[config.mk]
export PLATFORM = sky130hd
export DESIGN_NAME = prio_nest_ctrl
export DESIGN_NICKNAME = d
export VERILOG_FILES = /design/src/rtl/config_pkg.sv /design/src/rtl/prio_nest_ctrl_lifo.sv /design/src/rtl/prio_nest_ctrl.sv
export SDC_FILE = /design/constraint.sdc
export NUM_CORES = 1
export LEC_CHECK = 0
export BUFFER_PORTS_ARGS = -buffer_cell sky130_fd_sc_hd__clkbuf_2
export CORE_ASPECT_RATIO = 0.6
export CORE_MARGIN = 1
export CORE_UTILIZATION = 45
export CTS_CLUSTER_DIAMETER = 60
export DETAILED_ROUTE_END_ITERATION = 8
export SYNTH_ARGS = -nofsm -noshare
export SYNTH_HDL_FRONTEND = slang
export SYNTH_SLANG_ARGS = --single-unit
[constraint.sdc]
create_clock -name clk -period 3.4 [get_ports clk]
set_input_delay 0.34 -clock clk [delete_from_list [all_inputs] [get_ports clk]]
set_output_delay 0.34 -clock clk [all_outputs]
set_load 0.02 [all_outputs]
[src/rtl/config_pkg.sv]
// Shared configuration types for the interrupt nesting controller.
// Priority widths, depth type and nesting FSM states.
package config_pkg;

    localparam int PrioNum       = 8;
    localparam int PrioWidth     = $clog2(PrioNum);
    localparam int FlushCntWidth = 4;

    typedef logic [PrioWidth-1:0] PrioT;
    typedef logic [PrioWidth-1:0] DepthT;

    typedef enum logic [1:0] {
        RUN,
        FLUSH,
        ENTER
    } NestStateT;

endpackage

[src/rtl/prio_nest_ctrl_lifo.sv]
// prio_lifo: registered LIFO of priority levels.
// Simultaneous push+pop overwrites the top entry in place.
module prio_lifo
    import config_pkg::*;
#(
    parameter int Entries = PrioNum
) (
    input  logic  clk,
    input  logic  reset,
    input  logic  push,
    input  logic  pop,
    input  PrioT  din,
    output PrioT  top,
    output DepthT depth
);

    PrioT  mem [Entries];
    DepthT depthQ;
    DepthT topIdx;

    assign topIdx = depthQ - DepthT'(1);

    // Storage write: replace top on push+pop, append on push alone.
    always_ff @(posedge clk) begin
        if (push && pop) begin
            mem[topIdx] <= din;
        end else if (push) begin
            mem[depthQ] <= din;
        end
    end

    // Occupancy count; unchanged when push and pop coincide.
    always_ff @(posedge clk or negedge reset) begin
        if (!reset) begin
            depthQ <= '0;
        end else if (push && !pop) begin
            depthQ <= depthQ + DepthT'(1);
        end else if (pop && !push && depthQ != '0) begin
            depthQ <= depthQ - DepthT'(1);
        end
    end

    assign top   = (depthQ == '0) ? '0 : mem[topIdx];
    assign depth = depthQ;

endmodule

[src/rtl/prio_nest_ctrl.sv]
// Interrupt nesting controller: preemption, pipeline drain, level stack.
// Optional tail-chaining on return: define PRIO_NEST_TAIL_CHAIN_EN.
module prio_nest_ctrl
    import config_pkg::*;
#(
    parameter int FlushCycles = 2
) (
    input  logic  clk,
    input  logic  reset,
    input  logic  irq_valid_i,
    input  PrioT  irq_prio_i,
    input  logic  boundary_i,
    input  logic  ret_i,
    output PrioT  level_o,
    output logic  write_ra_en_o,
    output logic  irq_ack_o,
    output logic  flush_req_o,
    output DepthT depth_o,
    output logic  underflow_o
);

    typedef logic [FlushCntWidth-1:0] CntT;

    NestStateT state, stateNext;
    CntT       cnt, cntNext;
    PrioT      pendPrio, pendNext;
    PrioT      levelQ, levelNext;
    logic      underflowQ, underflowSet;

    logic  lifoPush, lifoPop;
    PrioT  lifoDin, lifoTop;
    DepthT depth;

    logic preempt;
    assign preempt = irq_valid_i && (irq_prio_i > levelQ);

    prio_lifo #(
        .Entries(PrioNum)
    ) uLifo (
        .clk  (clk),
        .reset(reset),
        .push (lifoPush),
        .pop  (lifoPop),
        .din  (lifoDin),
        .top  (lifoTop),
        .depth(depth)
    );

    // State, counter, pending level, current level and sticky underflow.
    always_ff @(posedge clk or negedge reset) begin
        if (!reset) begin
            state      <= RUN;
            cnt        <= '0;
            pendPrio   <= '0;
            levelQ     <= '0;
            underflowQ <= 1'b0;
        end else begin
            state    <= stateNext;
            cnt      <= cntNext;
            pendPrio <= pendNext;
            levelQ   <= levelNext;
            if (underflowSet) begin
                underflowQ <= 1'b1;
            end
        end
    end

    // Next-state, stack control and pulse outputs.
    always_comb begin
        stateNext     = state;
        cntNext       = cnt;
        pendNext      = pendPrio;
        levelNext     = levelQ;
        underflowSet  = 1'b0;
        lifoPush      = 1'b0;
        lifoPop       = 1'b0;
        lifoDin       = lifoTop;
        write_ra_en_o = 1'b0;
        irq_ack_o     = 1'b0;
        flush_req_o   = 1'b0;
        unique case (state)
            RUN: begin
                if (ret_i) begin
                    if (depth == '0) begin
                        underflowSet = 1'b1;
                    end else begin
                        lifoPop   = 1'b1;
                        levelNext = lifoTop;
`ifdef PRIO_NEST_TAIL_CHAIN_EN
                        // Chain straight into the pending handler.
                        if (irq_valid_i && irq_prio_i > lifoTop) begin
                            lifoPush      = 1'b1;
                            lifoDin       = lifoTop;
                            levelNext     = irq_prio_i;
                            write_ra_en_o = 1'b1;
                            irq_ack_o     = 1'b1;
                        end
`endif
                    end
                end else if (preempt) begin
                    stateNext = FLUSH;
                    pendNext  = irq_prio_i;
                    cntNext   = CntT'(FlushCycles - 1);
                end
            end
            FLUSH: begin
                flush_req_o = 1'b1;
                if (ret_i) begin
                    stateNext = RUN;
                    if (depth == '0) begin
                        underflowSet = 1'b1;
                    end else begin
                        lifoPop   = 1'b1;
                        levelNext = lifoTop;
                    end
                end else if (!preempt) begin
                    stateNext = RUN;
                end else begin
                    if (irq_prio_i > pendPrio) begin
                        pendNext = irq_prio_i;
                    end
                    if (cnt != '0) begin
                        cntNext = cnt - CntT'(1);
                    end else if (boundary_i) begin
                        stateNext = ENTER;
                    end
                end
            end
            ENTER: begin
                lifoPush      = 1'b1;
                lifoDin       = levelQ;
                levelNext     = pendPrio;
                write_ra_en_o = 1'b1;
                irq_ack_o     = 1'b1;
                stateNext     = RUN;
            end
            default: begin
                stateNext = RUN;
            end
        endcase
    end

    assign level_o     = levelQ;
    assign depth_o     = depth;
    assign underflow_o = underflowQ;

    // Return is illegal while the pipeline is stalled in ENTER.
    aRetInEnter: assert property (
        @(posedge clk) disable iff (!reset)
        !(state == ENTER && ret_i)
    );

    // Levels strictly increase, so a push at a full stack is a bug.
    aNoOverflow: assert property (
        @(posedge clk) disable iff (!reset)
        !(lifoPush && !lifoPop && depth == DepthT'(PrioNum - 1))
    );

endmodule

==> impl_metrics.env <==
export IMPL_start_kind="register"
export IMPL_rsz0062_at_grt="false"
export IMPL_yosys_area_top_type_share=0.354
export IMPL_synth_cell_types=45
export IMPL_initial_utilization=0.483
export IMPL_post_cts_buffers=0
export IMPL_power_combinational_fraction=0.419
export IMPL_drtIter0Drc=88
export IMPL_finalCriticalPeriod_ps=2520
export IMPL_synth_fa_ha_area_frac=0.0615
export IMPL_max_cap_violations=0
export IMPL_register_area_share_after_synthesis=0.551
export IMPL_max_slew_worst_pin_slew_ps=699
export IMPL_clock_path_buffers=2
export IMPL_gpl_final_weighted_congestion=0.906
export IMPL_cts_htree_levels=2
export IMPL_routed_wirelength_um=3950
export IMPL_clock_insertion_delay_worst_skew_ps=290
export IMPL_muxShareOfSynthArea=0.0959
export IMPL_arrival_ps=2540
export IMPL_yosysWarnings=0
export IMPL_io_pins=18
export IMPL_largest_driver_fanout_on_the_critical_path=15
export IMPL_synth_avg_cell_area_um2=12.9
export IMPL_power_switching_share=0.390
export IMPL_r2r_start="uLifo.depth[0]$_DFFE_PN0P_"
export IMPL_fill_cells=361
export IMPL_report_final_slew_viol_count=0
export IMPL_die_y_um=54.1
export IMPL_p_int_mw=1.19
export IMPL_cts_bufs_inserted=5
export IMPL_vias_per_cell=5.46
export IMPL_first_global_vias=1249
export IMPL_holdBufCountCts=1
export IMPL_syn_nets=176
export IMPL_timing_final_hold_violations=0
export IMPL_switching_power_mw=0.761
export IMPL_initial_antenna_violation_count=0
export IMPL_final_critical_path_setup_slack_ps=877
export IMPL_status="complete, no violations"
export IMPL_clock_sinks=40
export IMPL_cell_area_after_synthesis_um2=2030
export IMPL_dominant_combinational_cell_family_by_area_after_synthesis="simple AND/OR/NAND/NOR gates"
export IMPL_nets=196
export IMPL_setup_total_negative_slack_ps=0
export IMPL_power_share_clock=0.156
export IMPL_row_cnt=18
export IMPL_ys_ff_latch=40
export IMPL_synth_compound_area_frac=0.108
export IMPL_pleak_nw=0.891
export IMPL_report_power_total_mw=1.95
export IMPL_syn_to_final_growth_pct=10.7
export IMPL_largest_net_degree_at_the_start_of_global_routing=17
export IMPL_synth_top_cells_by_area="sky130_fd_sc_hd__edfxtp_1 (35%), sky130_fd_sc_hd__dfrtp_1 (20%), sky130_fd_sc_hd__ha_1 (6.2%), sky130_fd_sc_hd__mux4_1 (3.9%), sky130_fd_sc_hd__mux4_2 (3.3%)"
export IMPL_min_delay_path_class="in -> reg"
export IMPL_layout_drive_gt1_share=0.263
export IMPL_setup_crit_path_kind="reg -> reg"
export IMPL_detailroute_via_count=1306
export IMPL_grt_usage=0.186
export IMPL_slew_headroom=0.530
export IMPL_preCtsSetupSlack_ps=886
export IMPL_ctsRootBufferMaster="sky130_fd_sc_hd__clkbuf_8"
export IMPL_pwr_density_cell_nw_per_um2=867
export IMPL_grt_pass1_wl_um=6150
export IMPL_vdd_ir_drop_worst_v=0.000462
export IMPL_setup_viol_count_final=0
export IMPL_cts_tree="built"
export IMPL_hold_path_origin="boundary_i"
export IMPL_synth_xor_area_frac=0.00861
export IMPL_die_w_um=88.8
export IMPL_post_synth_top_area_cell="sky130_fd_sc_hd__edfxtp_1"
export IMPL_final_period_utilization=0.742
export IMPL_power_sequential_fraction=0.425
export IMPL_syn_inst=158
export IMPL_gr_total_overflow=0
export IMPL_critical_path_end_type="register"
export IMPL_antenna_diode_count=0
export IMPL_dr_pass1_iters=4
export IMPL_achievable_frequency_ghz=0.396
export IMPL_final_setup_skew_ps=7.65
export IMPL_post_synth_and_or_nand_nor_area_fraction=0.135
export IMPL_portBuffers=17
export IMPL_drt_antenna_violating_nets=0
export IMPL_coreArea_um2=4210
export IMPL_total_die_area_um2=4800
export IMPL_cts_resized_gates=0
export IMPL_worst_ep_required_time_ps=3410
export IMPL_detail_route_wl_per_cell_um=16.5
export IMPL_detailedPlacementHpwl_um=3030
export IMPL_worst_setup_hold_path_clk_slew_ps=80
export IMPL_crit_start="uLifo.depth[0]$_DFFE_PN0P_"
export IMPL_drcViolationCount=0
synth_stat cells:
cell type,number
sky130_fd_sc_hd__a21o_1,1
sky130_fd_sc_hd__a21oi_1,2
sky130_fd_sc_hd__a21oi_2,1
sky130_fd_sc_hd__a31oi_1,3
sky130_fd_sc_hd__and2_1,1
sky130_fd_sc_hd__and2b_1,1
sky130_fd_sc_hd__and2b_2,1
sky130_fd_sc_hd__and2b_4,1
sky130_fd_sc_hd__and3_1,1
sky130_fd_sc_hd__buf_2,1
sky130_fd_sc_hd__buf_4,1
sky130_fd_sc_hd__buf_6,2
sky130_fd_sc_hd__clkbuf_2,1
sky130_fd_sc_hd__dfrtp_1,16
sky130_fd_sc_hd__edfxtp_1,24
sky130_fd_sc_hd__ha_1,10
sky130_fd_sc_hd__inv_1,9
sky130_fd_sc_hd__inv_2,2
sky130_fd_sc_hd__mux2_1,3
sky130_fd_sc_hd__mux2_4,1
sky130_fd_sc_hd__mux4_1,3
sky130_fd_sc_hd__mux4_2,3
sky130_fd_sc_hd__nand2_1,12
sky130_fd_sc_hd__nand2b_1,2
sky130_fd_sc_hd__nand3_1,4
sky130_fd_sc_hd__nand3_2,2
sky130_fd_sc_hd__nand3b_1,1
sky130_fd_sc_hd__nor2_1,12
sky130_fd_sc_hd__nor2b_1,3
sky130_fd_sc_hd__nor3_1,6
sky130_fd_sc_hd__nor3_2,1
sky130_fd_sc_hd__nor3b_2,1
sky130_fd_sc_hd__nor4_1,1
sky130_fd_sc_hd__o211ai_2,2
sky130_fd_sc_hd__o21a_1,2
sky130_fd_sc_hd__o21ai_0,3
sky130_fd_sc_hd__o21ai_1,5
sky130_fd_sc_hd__o21ai_2,6
sky130_fd_sc_hd__o221ai_1,1
sky130_fd_sc_hd__o311ai_1,1
sky130_fd_sc_hd__o31ai_1,1
sky130_fd_sc_hd__o41ai_2,1
sky130_fd_sc_hd__or2_4,1
sky130_fd_sc_hd__xnor2_1,1
sky130_fd_sc_hd__xor2_1,1
power groups by stage:
stage / clock [mW] / sequential, mW / combinational, mW
floorplan: 0 / 0.822 / 0.633
global placement: 0 / 0.830 / 0.787
detailed placement: 0 / 0.839 / 0.820
CTS: 0.313 / 0.828 / 0.822
global route: 0.330 / 0.845 / 0.913
finish: 0.305 / 0.829 / 0.818
placed cells by master, fill, tap and decap left out, types with 2 or more instances in the layout:
cell                         netlist  routed
sky130_fd_sc_hd__o21ai_1           5       5
sky130_fd_sc_hd__o211ai_2          2       2
sky130_fd_sc_hd__mux4_2            3       3
sky130_fd_sc_hd__nand3_2           2       2
sky130_fd_sc_hd__clkbuf_8          0       5
sky130_fd_sc_hd__o21ai_0           3       3
sky130_fd_sc_hd__nand3_1           4       4
sky130_fd_sc_hd__dfrtp_1          16      16
sky130_fd_sc_hd__a21oi_1           2       2
sky130_fd_sc_hd__inv_1             9       9
sky130_fd_sc_hd__mux2_1            3       3
sky130_fd_sc_hd__a31oi_1           3       3
sky130_fd_sc_hd__inv_2             2       2
sky130_fd_sc_hd__clkbuf_2          1      17
sky130_fd_sc_hd__nor2_1           12      12
sky130_fd_sc_hd__nand2b_1          2       2
sky130_fd_sc_hd__nor2b_1           3       3
sky130_fd_sc_hd__mux4_1            3       3
sky130_fd_sc_hd__edfxtp_1         24      24
sky130_fd_sc_hd__o21a_1            2       2
sky130_fd_sc_hd__nand2_1          12      12
sky130_fd_sc_hd__clkinvlp_4        0       2
sky130_fd_sc_hd__nor3_1            6       6
sky130_fd_sc_hd__o21ai_2           6       6
sky130_fd_sc_hd__ha_1             10      10
worst max-delay path: stages, from the launching register on:
cell and delay, ps:
sky130_fd_sc_hd__dfrtp_1 740, sky130_fd_sc_hd__inv_1 150, sky130_fd_sc_hd__ha_1 460, sky130_fd_sc_hd__mux4_1 250
sky130_fd_sc_hd__o21ai_0 130, sky130_fd_sc_hd__a31oi_1 500
flip-flops by register name, summed over array words and instances, names as in the netlist:
signal	count
uLifo.mem	24
cnt	4
level_o	3
pendPrio	3
uLifo.depth	3
state	2
underflow_o	1
routing by layer:
metal | share of wire | vias to the layer above | track usage
met5 | 0 | - | 0
met4 | 0.011 | 0 | 0.0591
met3 | 0.071 | 4 | 0.0690
met2 | 0.43 | 36 | 0.263
met1 | 0.49 | 644 | 0.265
li1 | - | 622 | -
per-stage QoR:
stage | cells | util | area (um2) | hold WS (ps)
after detailed placement | 230 | 0.512 | 2150 | 292
after global routing | 239 | 0.535 | 2250 | 223
final | 239 | 0.535 | 2250 | 229
after floorplan | 158 | - | 2030 | 44.4
after CTS | 239 | 0.535 | 2250 | 221
after global placement | 230 | 0.512 | 2150 | 283
path summary, 6_finish.rpt:
check | to | slack, ps | cells after the start
worst max-delay path | uLifo.mem[4][2]$_DFFE_PP_ | 880 | 5
worst min-delay path | state[0]$_DFFE_PN0P_ | 230 | 2
max in group asynchronous | cnt[0]$_DFFE_PN0P_ | 2600 | 2
min in group asynchronous | pendPrio[2]$_DFFE_PN0P_ | 510 | 2
worst max register to register | uLifo.mem[4][2]$_DFFE_PP_ | 880 | 5
worst min register to register | underflow_o$_DFFE_PN0P_ | 470 | 1
area by class of cell:
type,count,area (um2),share of cell area
sequential,40,1120,0.498
multi-input combinational,102,832,0.369
timing repair buffer,18,95.1,0.0422
tap,60,75.1,0.0333
clock buffer,5,68.8,0.0306
inverter,11,41.3,0.0183
clock inverter,3,18.8,0.00833
logic make-up (layout without fill, tap and decap cells):
logic type               Yosys count  count (layout)
multiplexers                      10              10
AO/OA/AOI/OAI                     29              29
adder cells (fa/ha/maj)           10              10
buffers and inverters             16              37
flip-flops                        40              40
XOR/XNOR                           2               2
AND/OR/NAND/NOR                   51              51
(Power assumes the default switching activity.)
